## config.mk

```make
export PLATFORM = sky130hd
export DESIGN_NAME = uart_tx_arbiter_flat
export DESIGN_NICKNAME = d
export VERILOG_FILES = /design/src/rtl/uart_tx_arbiter_if.sv /design/src/rtl/uart_tx_arbiter.sv /design/src/flat_wrapper.sv
export SDC_FILE = /design/constraint.sdc
export NUM_CORES = 1
export LEC_CHECK = 0
export BUFFER_PORTS_ARGS = -buffer_cell sky130_fd_sc_hd__clkbuf_2
export CORE_ASPECT_RATIO = 1.4
export CORE_UTILIZATION = 45
export CTS_BUF_LIST = sky130_fd_sc_hd__clkbuf_4 sky130_fd_sc_hd__clkbuf_8
export DETAILED_ROUTE_END_ITERATION = 16
export GPL_ROUTABILITY_DRIVEN = 0
export HOLD_SLACK_MARGIN = 0.08
export PLACE_DENSITY_LB_ADDON = 0.15
export SETUP_SLACK_MARGIN = 0.05
export SLEW_MARGIN = 30
export SYNTH_ARGS = -nofsm -noshare
export SYNTH_HDL_FRONTEND = slang
export SYNTH_SLANG_ARGS = --single-unit
```

## constraint.sdc

```tcl
create_clock -name clk -period 3.6 [get_ports clk]
set_input_delay 0.36 -clock clk [delete_from_list [all_inputs] [get_ports clk]]
set_output_delay 0.36 -clock clk [all_outputs]
set_load 0.01 [all_outputs]
```

## src/rtl/uart_tx_arbiter_if.sv

```systemverilog
// Bus between the byte-producing clients, the shared UART transmitter and
// the round-robin arbiter that multiplexes them.
//   master : client/UART side (drives req, req_data, tx_done)
//   slave  : arbiter side (drives ack, grant_id, busy, trmt, tx_data, timeout_err)
interface uart_tx_arbiter_if #(
  parameter int NUM_REQ = 4
);
  localparam int IDW = (NUM_REQ > 1) ? $clog2(NUM_REQ) : 1;

  logic [NUM_REQ-1:0]   req;
  logic [8*NUM_REQ-1:0] req_data;
  logic [NUM_REQ-1:0]   ack;
  logic [IDW-1:0]       grant_id;
  logic                 busy;
  logic                 trmt;
  logic [7:0]           tx_data;
  logic                 tx_done;
  logic                 timeout_err;

  modport master (
    output req, req_data, tx_done,
    input  ack, grant_id, busy, trmt, tx_data, timeout_err
  );

  modport slave (
    input  req, req_data, tx_done,
    output ack, grant_id, busy, trmt, tx_data, timeout_err
  );
endinterface

```

## src/rtl/uart_tx_arbiter.sv

```systemverilog
// Round-robin arbiter sharing one UART transmitter among NUM_REQ clients.
// Grants a client, latches its byte, strobes trmt for one cycle, waits for
// the UART's tx_done, acks the client and rotates priority past it.
// Optional build macro UART_ARB_TIMEOUT_EN: bounds the wait for tx_done to
// TIMEOUT_CYCLES, aborting with an ack and a sticky timeout_err.
module uart_tx_arbiter #(
  parameter int NUM_REQ        = 4,
  parameter int TIMEOUT_CYCLES = 30000
) (
  input logic               clk,
  input logic               rst,
  uart_tx_arbiter_if.slave  bus
);
  localparam int IDW = (NUM_REQ > 1) ? $clog2(NUM_REQ) : 1;

  if (NUM_REQ < 2 || NUM_REQ > 8 || TIMEOUT_CYCLES < 2) begin : g_bad_param
    $error("uart_tx_arbiter: NUM_REQ must be 2..8 and TIMEOUT_CYCLES >= 2");
  end

  typedef enum logic [1:0] {S_IDLE, S_LAUNCH, S_WAIT, S_ACK} state_t;

  state_t                   state;
  logic [NUM_REQ-1:0]       ack_q;
  logic                     trmt_q;
  logic                     busy_q;
  logic [7:0]               tx_data_q;
  logic [IDW-1:0]           grant_q;
  logic [IDW-1:0]           rr_ptr;
  logic                     done_armed;
  logic [NUM_REQ-1:0][7:0]  req_bytes;
  logic [NUM_REQ-1:0]       ack_onehot;
  logic [IDW-1:0]           rr_next;
  logic [IDW-1:0]           win;
  logic                     found;

`ifdef UART_ARB_TIMEOUT_EN
  localparam int CNT_W = $clog2(TIMEOUT_CYCLES);
  logic [CNT_W-1:0]         wait_cnt;
  logic                     timeout_q;
`endif

  assign req_bytes  = bus.req_data;
  assign ack_onehot = NUM_REQ'(1) << grant_q;
  assign rr_next    = (grant_q == IDW'(NUM_REQ - 1)) ? '0 : grant_q + 1'b1;

  // First pending request scanning upward from rr_ptr, wrapping at NUM_REQ
  always_comb begin
    int idx;
    idx   = 0;
    win   = '0;
    found = 1'b0;
    for (int k = 0; k < NUM_REQ; k++) begin
      idx = int'(rr_ptr) + k;
      if (idx >= NUM_REQ) idx = idx - NUM_REQ;
      if (!found && bus.req[idx]) begin
        found = 1'b1;
        win   = IDW'(idx);
      end
    end
  end

  // Transfer FSM; every bus output is a register updated here
  always_ff @(posedge clk) begin
    if (rst) begin
      state      <= S_IDLE;
      ack_q      <= '0;
      trmt_q     <= 1'b0;
      busy_q     <= 1'b0;
      tx_data_q  <= 8'h00;
      grant_q    <= '0;
      rr_ptr     <= '0;
      done_armed <= 1'b0;
`ifdef UART_ARB_TIMEOUT_EN
      wait_cnt   <= '0;
      timeout_q  <= 1'b0;
`endif
    end else begin
      ack_q  <= '0;
      trmt_q <= 1'b0;
      case (state)
        S_IDLE: begin
          if (found) begin
            grant_q   <= win;
            tx_data_q <= req_bytes[win];
            trmt_q    <= 1'b1;
            busy_q    <= 1'b1;
            state     <= S_LAUNCH;
          end
        end
        S_LAUNCH: begin
          // tx_done still shows the previous frame here; it only counts once
          // it has been seen low inside WAIT
          done_armed <= 1'b0;
`ifdef UART_ARB_TIMEOUT_EN
          wait_cnt   <= '0;
`endif
          state      <= S_WAIT;
        end
        S_WAIT: begin
          if (!bus.tx_done) done_armed <= 1'b1;
          if (bus.tx_done && done_armed) begin
            ack_q <= ack_onehot;
            state <= S_ACK;
          end
`ifdef UART_ARB_TIMEOUT_EN
          else if (wait_cnt == CNT_W'(TIMEOUT_CYCLES - 1)) begin
            ack_q     <= ack_onehot;
            timeout_q <= 1'b1;
            state     <= S_ACK;
          end else begin
            wait_cnt <= wait_cnt + 1'b1;
          end
`endif
        end
        S_ACK: begin
          rr_ptr <= rr_next;
          busy_q <= 1'b0;
          state  <= S_IDLE;
        end
        default: state <= S_IDLE;
      endcase
    end
  end

  assign bus.ack      = ack_q;
  assign bus.grant_id = grant_q;
  assign bus.busy     = busy_q;
  assign bus.trmt     = trmt_q;
  assign bus.tx_data  = tx_data_q;
`ifdef UART_ARB_TIMEOUT_EN
  assign bus.timeout_err = timeout_q;
`else
  assign bus.timeout_err = 1'b0;
`endif
endmodule

```

## src/flat_wrapper.sv

```systemverilog
// flat-port wrapper written by rule: the top's interface ports become plain ports
module uart_tx_arbiter_flat 
#(
  parameter int NUM_REQ        = 4,
  parameter int TIMEOUT_CYCLES = 30000
)
  (clk, rst, bus_req, bus_req_data, bus_tx_done, bus_ack, bus_grant_id, bus_busy, bus_trmt, bus_tx_data, bus_timeout_err);
  uart_tx_arbiter_if #(.NUM_REQ(NUM_REQ)) bus_i ();
  input logic clk;
  input logic rst;
  input wire logic [$bits(bus_i.req)-1:0] bus_req;
  input wire logic [$bits(bus_i.req_data)-1:0] bus_req_data;
  input wire logic [$bits(bus_i.tx_done)-1:0] bus_tx_done;
  output wire logic [$bits(bus_i.ack)-1:0] bus_ack;
  output wire logic [$bits(bus_i.grant_id)-1:0] bus_grant_id;
  output wire logic [$bits(bus_i.busy)-1:0] bus_busy;
  output wire logic [$bits(bus_i.trmt)-1:0] bus_trmt;
  output wire logic [$bits(bus_i.tx_data)-1:0] bus_tx_data;
  output wire logic [$bits(bus_i.timeout_err)-1:0] bus_timeout_err;
  assign bus_i.req = bus_req;
  assign bus_i.req_data = bus_req_data;
  assign bus_i.tx_done = bus_tx_done;
  assign bus_ack = bus_i.ack;
  assign bus_grant_id = bus_i.grant_id;
  assign bus_busy = bus_i.busy;
  assign bus_trmt = bus_i.trmt;
  assign bus_tx_data = bus_i.tx_data;
  assign bus_timeout_err = bus_i.timeout_err;
  uart_tx_arbiter #(.NUM_REQ(NUM_REQ), .TIMEOUT_CYCLES(TIMEOUT_CYCLES)) u_core (.clk(clk), .rst(rst), .bus(bus_i));
endmodule
```

==> results_dict.tcl <==
set metrics [dict create \
    outcome "complete, but fails checks" \
    violations "design-rule violations" \
    worst_pin_slew_ns 0.6361 \
    io_pins 56 \
    drtPass1Iterations 10 \
    slowest_stage "a311oi_4" \
    rr_startpoint "u_core.rr_ptr[1]" \
    clkTransAtPathRegs_ns 0.12 \
    skew_ns 0.004323 \
    routed_via_density 5.456 \
    drv_cap 0 \
    crit_buf_inv 1 \
    finalHoldViolCount 0 \
    antenna_cells 0 \
    drtIter0Drc 30 \
    fin_cells 193 \
    design.die.area_um2 2622 \
    yosysSeqAreaShare_pct 38.62 \
    ys_top_cells_by_count "dfxtp_1 (21), mux2i_1 (21), nor2_1 (13)" \
    crit_arrival_ns 2.25 \
    clock_sinks 21 \
    wl_mm 2.390 \
    die_x_um 43.57 \
    drive_gt1_share_pct 35.09 \
    synth_top_area_share_pct 38.62 \
    grt_max_degree 12 \
    setup_tns_ns 0 \
    p_leak_uw 0.0006739 \
    antenna_found_initial 0 \
    hold_start "bus_req_data[13]" \
    cts.repair.resized 0 \
    hpwl_mm 1.956 \
    grt_setup_unrepaired "no" \
    synth_nets 163 \
    post_cts_buffers 0 \
    finalMaxSlewViolations 0 \
    relSlewSlack_pct 57.60 \
    die_h_um 60.20 \
    core_area_um2 2227 \
    required_ns 3.78 \
    fmaxAchievable_mhz 482.4 \
    finalInstanceArea_um2 1400 \
    highest_layer "met4" \
    power_density_nw_per_um2 541.4 \
    cts_buffers 3 \
    vdd_drop_max_mv 0.3798 \
    grt_pass1_wl_mm 3.822 \
    clock_latency_ns 0.30 \
    synthTopCellsByArea "dfxtp_1 (39%), mux2i_1 (19%), ha_1 (6.9%)" \
    critPathLaunchType "flop" \
    end_kind "flop" \
    cts_root_buf "clkbuf_4" \
    drc 14 \
    syn_inst 118 \
    cts_buffer_depth 2 \
    crit_start "u_core.rr_ptr[1]" \
    async_reset_ff_share_pct 0 \
    total_power_uw 758.1 \
    final_net_count 217 \
    yosys_most_used_dff "dfxtp_1" \
    synth_edf_count 0 \
    synth_area_leader_cell "dfxtp_1" \
    syn_area_um2 1089 \
    h-tree-depth 1 \
    cts_tree "yes" \
    grtUsageTotal_pct 19.44 \
    worstPathCellList "mux2i_1 > nor2_1 > a311oi_4 > buf_8 > mux2i_1 > o221ai_1" \
    synth_cell_type_count 24 \
    synth_area_per_cell_um2 9.225 \
    dp_cells 189 \
    hold_slack_ns 0.3541 \
    cts_hold_buf 0 \
    rows 20 \
    hp-class "in2reg" \
    cpPeakStageDelay_ns 0.59 \
    ys_seq_elements 21 \
    antenna_left 0 \
    cp_common_cell "mux2i_1" \
    met2WireLength_mm 1.337 \
    area_growth_pct 28.62 \
    wl_per_cell_um 12.38 \
    portBuffers 54 \
    crit_fanout 10 \
    layout_min_cycle_time_ns 2.073 \
    start_util_pct 48.88 \
    synth_warnings 0 \
    grt_pass1_vias 1009 \
    drt-met1-wl_um 898 \
    setup_viol 0 \
    grt_overflow 0 \
    finalCritPeriodShare_pct 57.58 \
    vias 1053 \
    worst-setup-path-type "reg2reg" \
    dpl_cell_area_um2 1370 \
    cp_top_family "compound AO/OA/AOI/OAI gates" \
    met3_length_um 135 \
]
stage by stage:
stage          utilization (%)  worst slack [ns]
2_1_floorplan                -             1.989
3_3_place_gp             60.84             1.387
6_report                 62.87             1.527
5_1_grt                  62.87             1.363
3_5_place_dp             61.52             1.476
4_1_cts                  62.87             1.520
sequential cells by signal, summed over array words and instances (netlist names):
name,flops
u_core.bus.grant_id,2
u_core.state,2
u_core.bus.tx_data,8
u_core.bus.ack,4
u_core.done_armed,1
u_core.bus.trmt,1
u_core.rr_ptr,2
u_core.bus.busy,1
tightest hold or removal path: stages:
cell and delay [ns]:
clkbuf_2 0.08, mux2i_1 0.06, o221ai_1 0.13
power breakdown:
part | internal (uW) | total (uW) | leakage (uW) | switching, uW
Clock | 50.6 | 120 | 0.0000184 | 69.8
Sequential | 289 | 328 | 0.000172 | 38.7
Combinational | 140 | 310 | 0.000483 | 170
Total | 479 | 758 | 0.000674 | 279
layout by cell type (no fill, tap or decap):
| cell type | instances |
|---|---|
| buf_8 | 1 |
| mux2i_1 | 21 |
| o21ai_0 | 1 |
| a311oi_4 | 1 |
| nor3_1 | 4 |
| clkbuf_2 | 54 |
| o21ai_1 | 1 |
| nor2_1 | 13 |
| nand2_1 | 12 |
| o221ai_1 | 8 |
| inv_1 | 7 |
| nor2b_1 | 1 |
| nand4b_1 | 1 |
| a22oi_1 | 1 |
| nor4_1 | 1 |
| ha_1 | 6 |
| dfxtp_1 | 21 |
| nand2b_1 | 4 |
| a21oi_1 | 6 |
| o2bb2a_1 | 1 |
| a211oi_1 | 1 |
| conb_1 | 1 |
| clkbuf_4 | 4 |
cells by family after synthesis:
group / count (synthesis) / synth area share [%]
AO/OA/AOI/OAI: 20 / 13.22
multiplexers: 21 / 19.31
buffers and inverters: 13 / 6.896
adder cells (fa/ha/maj): 6 / 6.896
other: 1 / 0.3445
AND/OR/NAND/NOR: 36 / 14.71
flip-flops: 21 / 38.62
path summary, 6_finish.rpt:
path | to | slack (ns) | depth (start not counted)
worst min register to register | u_core.bus.tx_data[3] | 0.48 | 2
worst max register to register | u_core.bus.tx_data[0] | 1.53 | 6
worst min-delay path | u_core.bus.tx_data[5] | 0.35 | 3
worst max-delay path | u_core.bus.tx_data[0] | 1.53 | 6
area by class of cell:
class                   instances  area (um2)
clock buffers                   4       30.03
fillers                       202       827.0
inverters                       7       26.28
multi-input cells              84       610.6
flip-flops and latches         21       420.4
well taps                      22       27.53
repair buffers                 55       285.3
routing by layer:
layer	global-route usage, %	up-vias
li1	-	520
met1	18.30	499
met2	39.45	32
met3	3.323	2
met4	8.036	0
met5	0	-
Note: power is estimated with default switching activity, not from simulation.
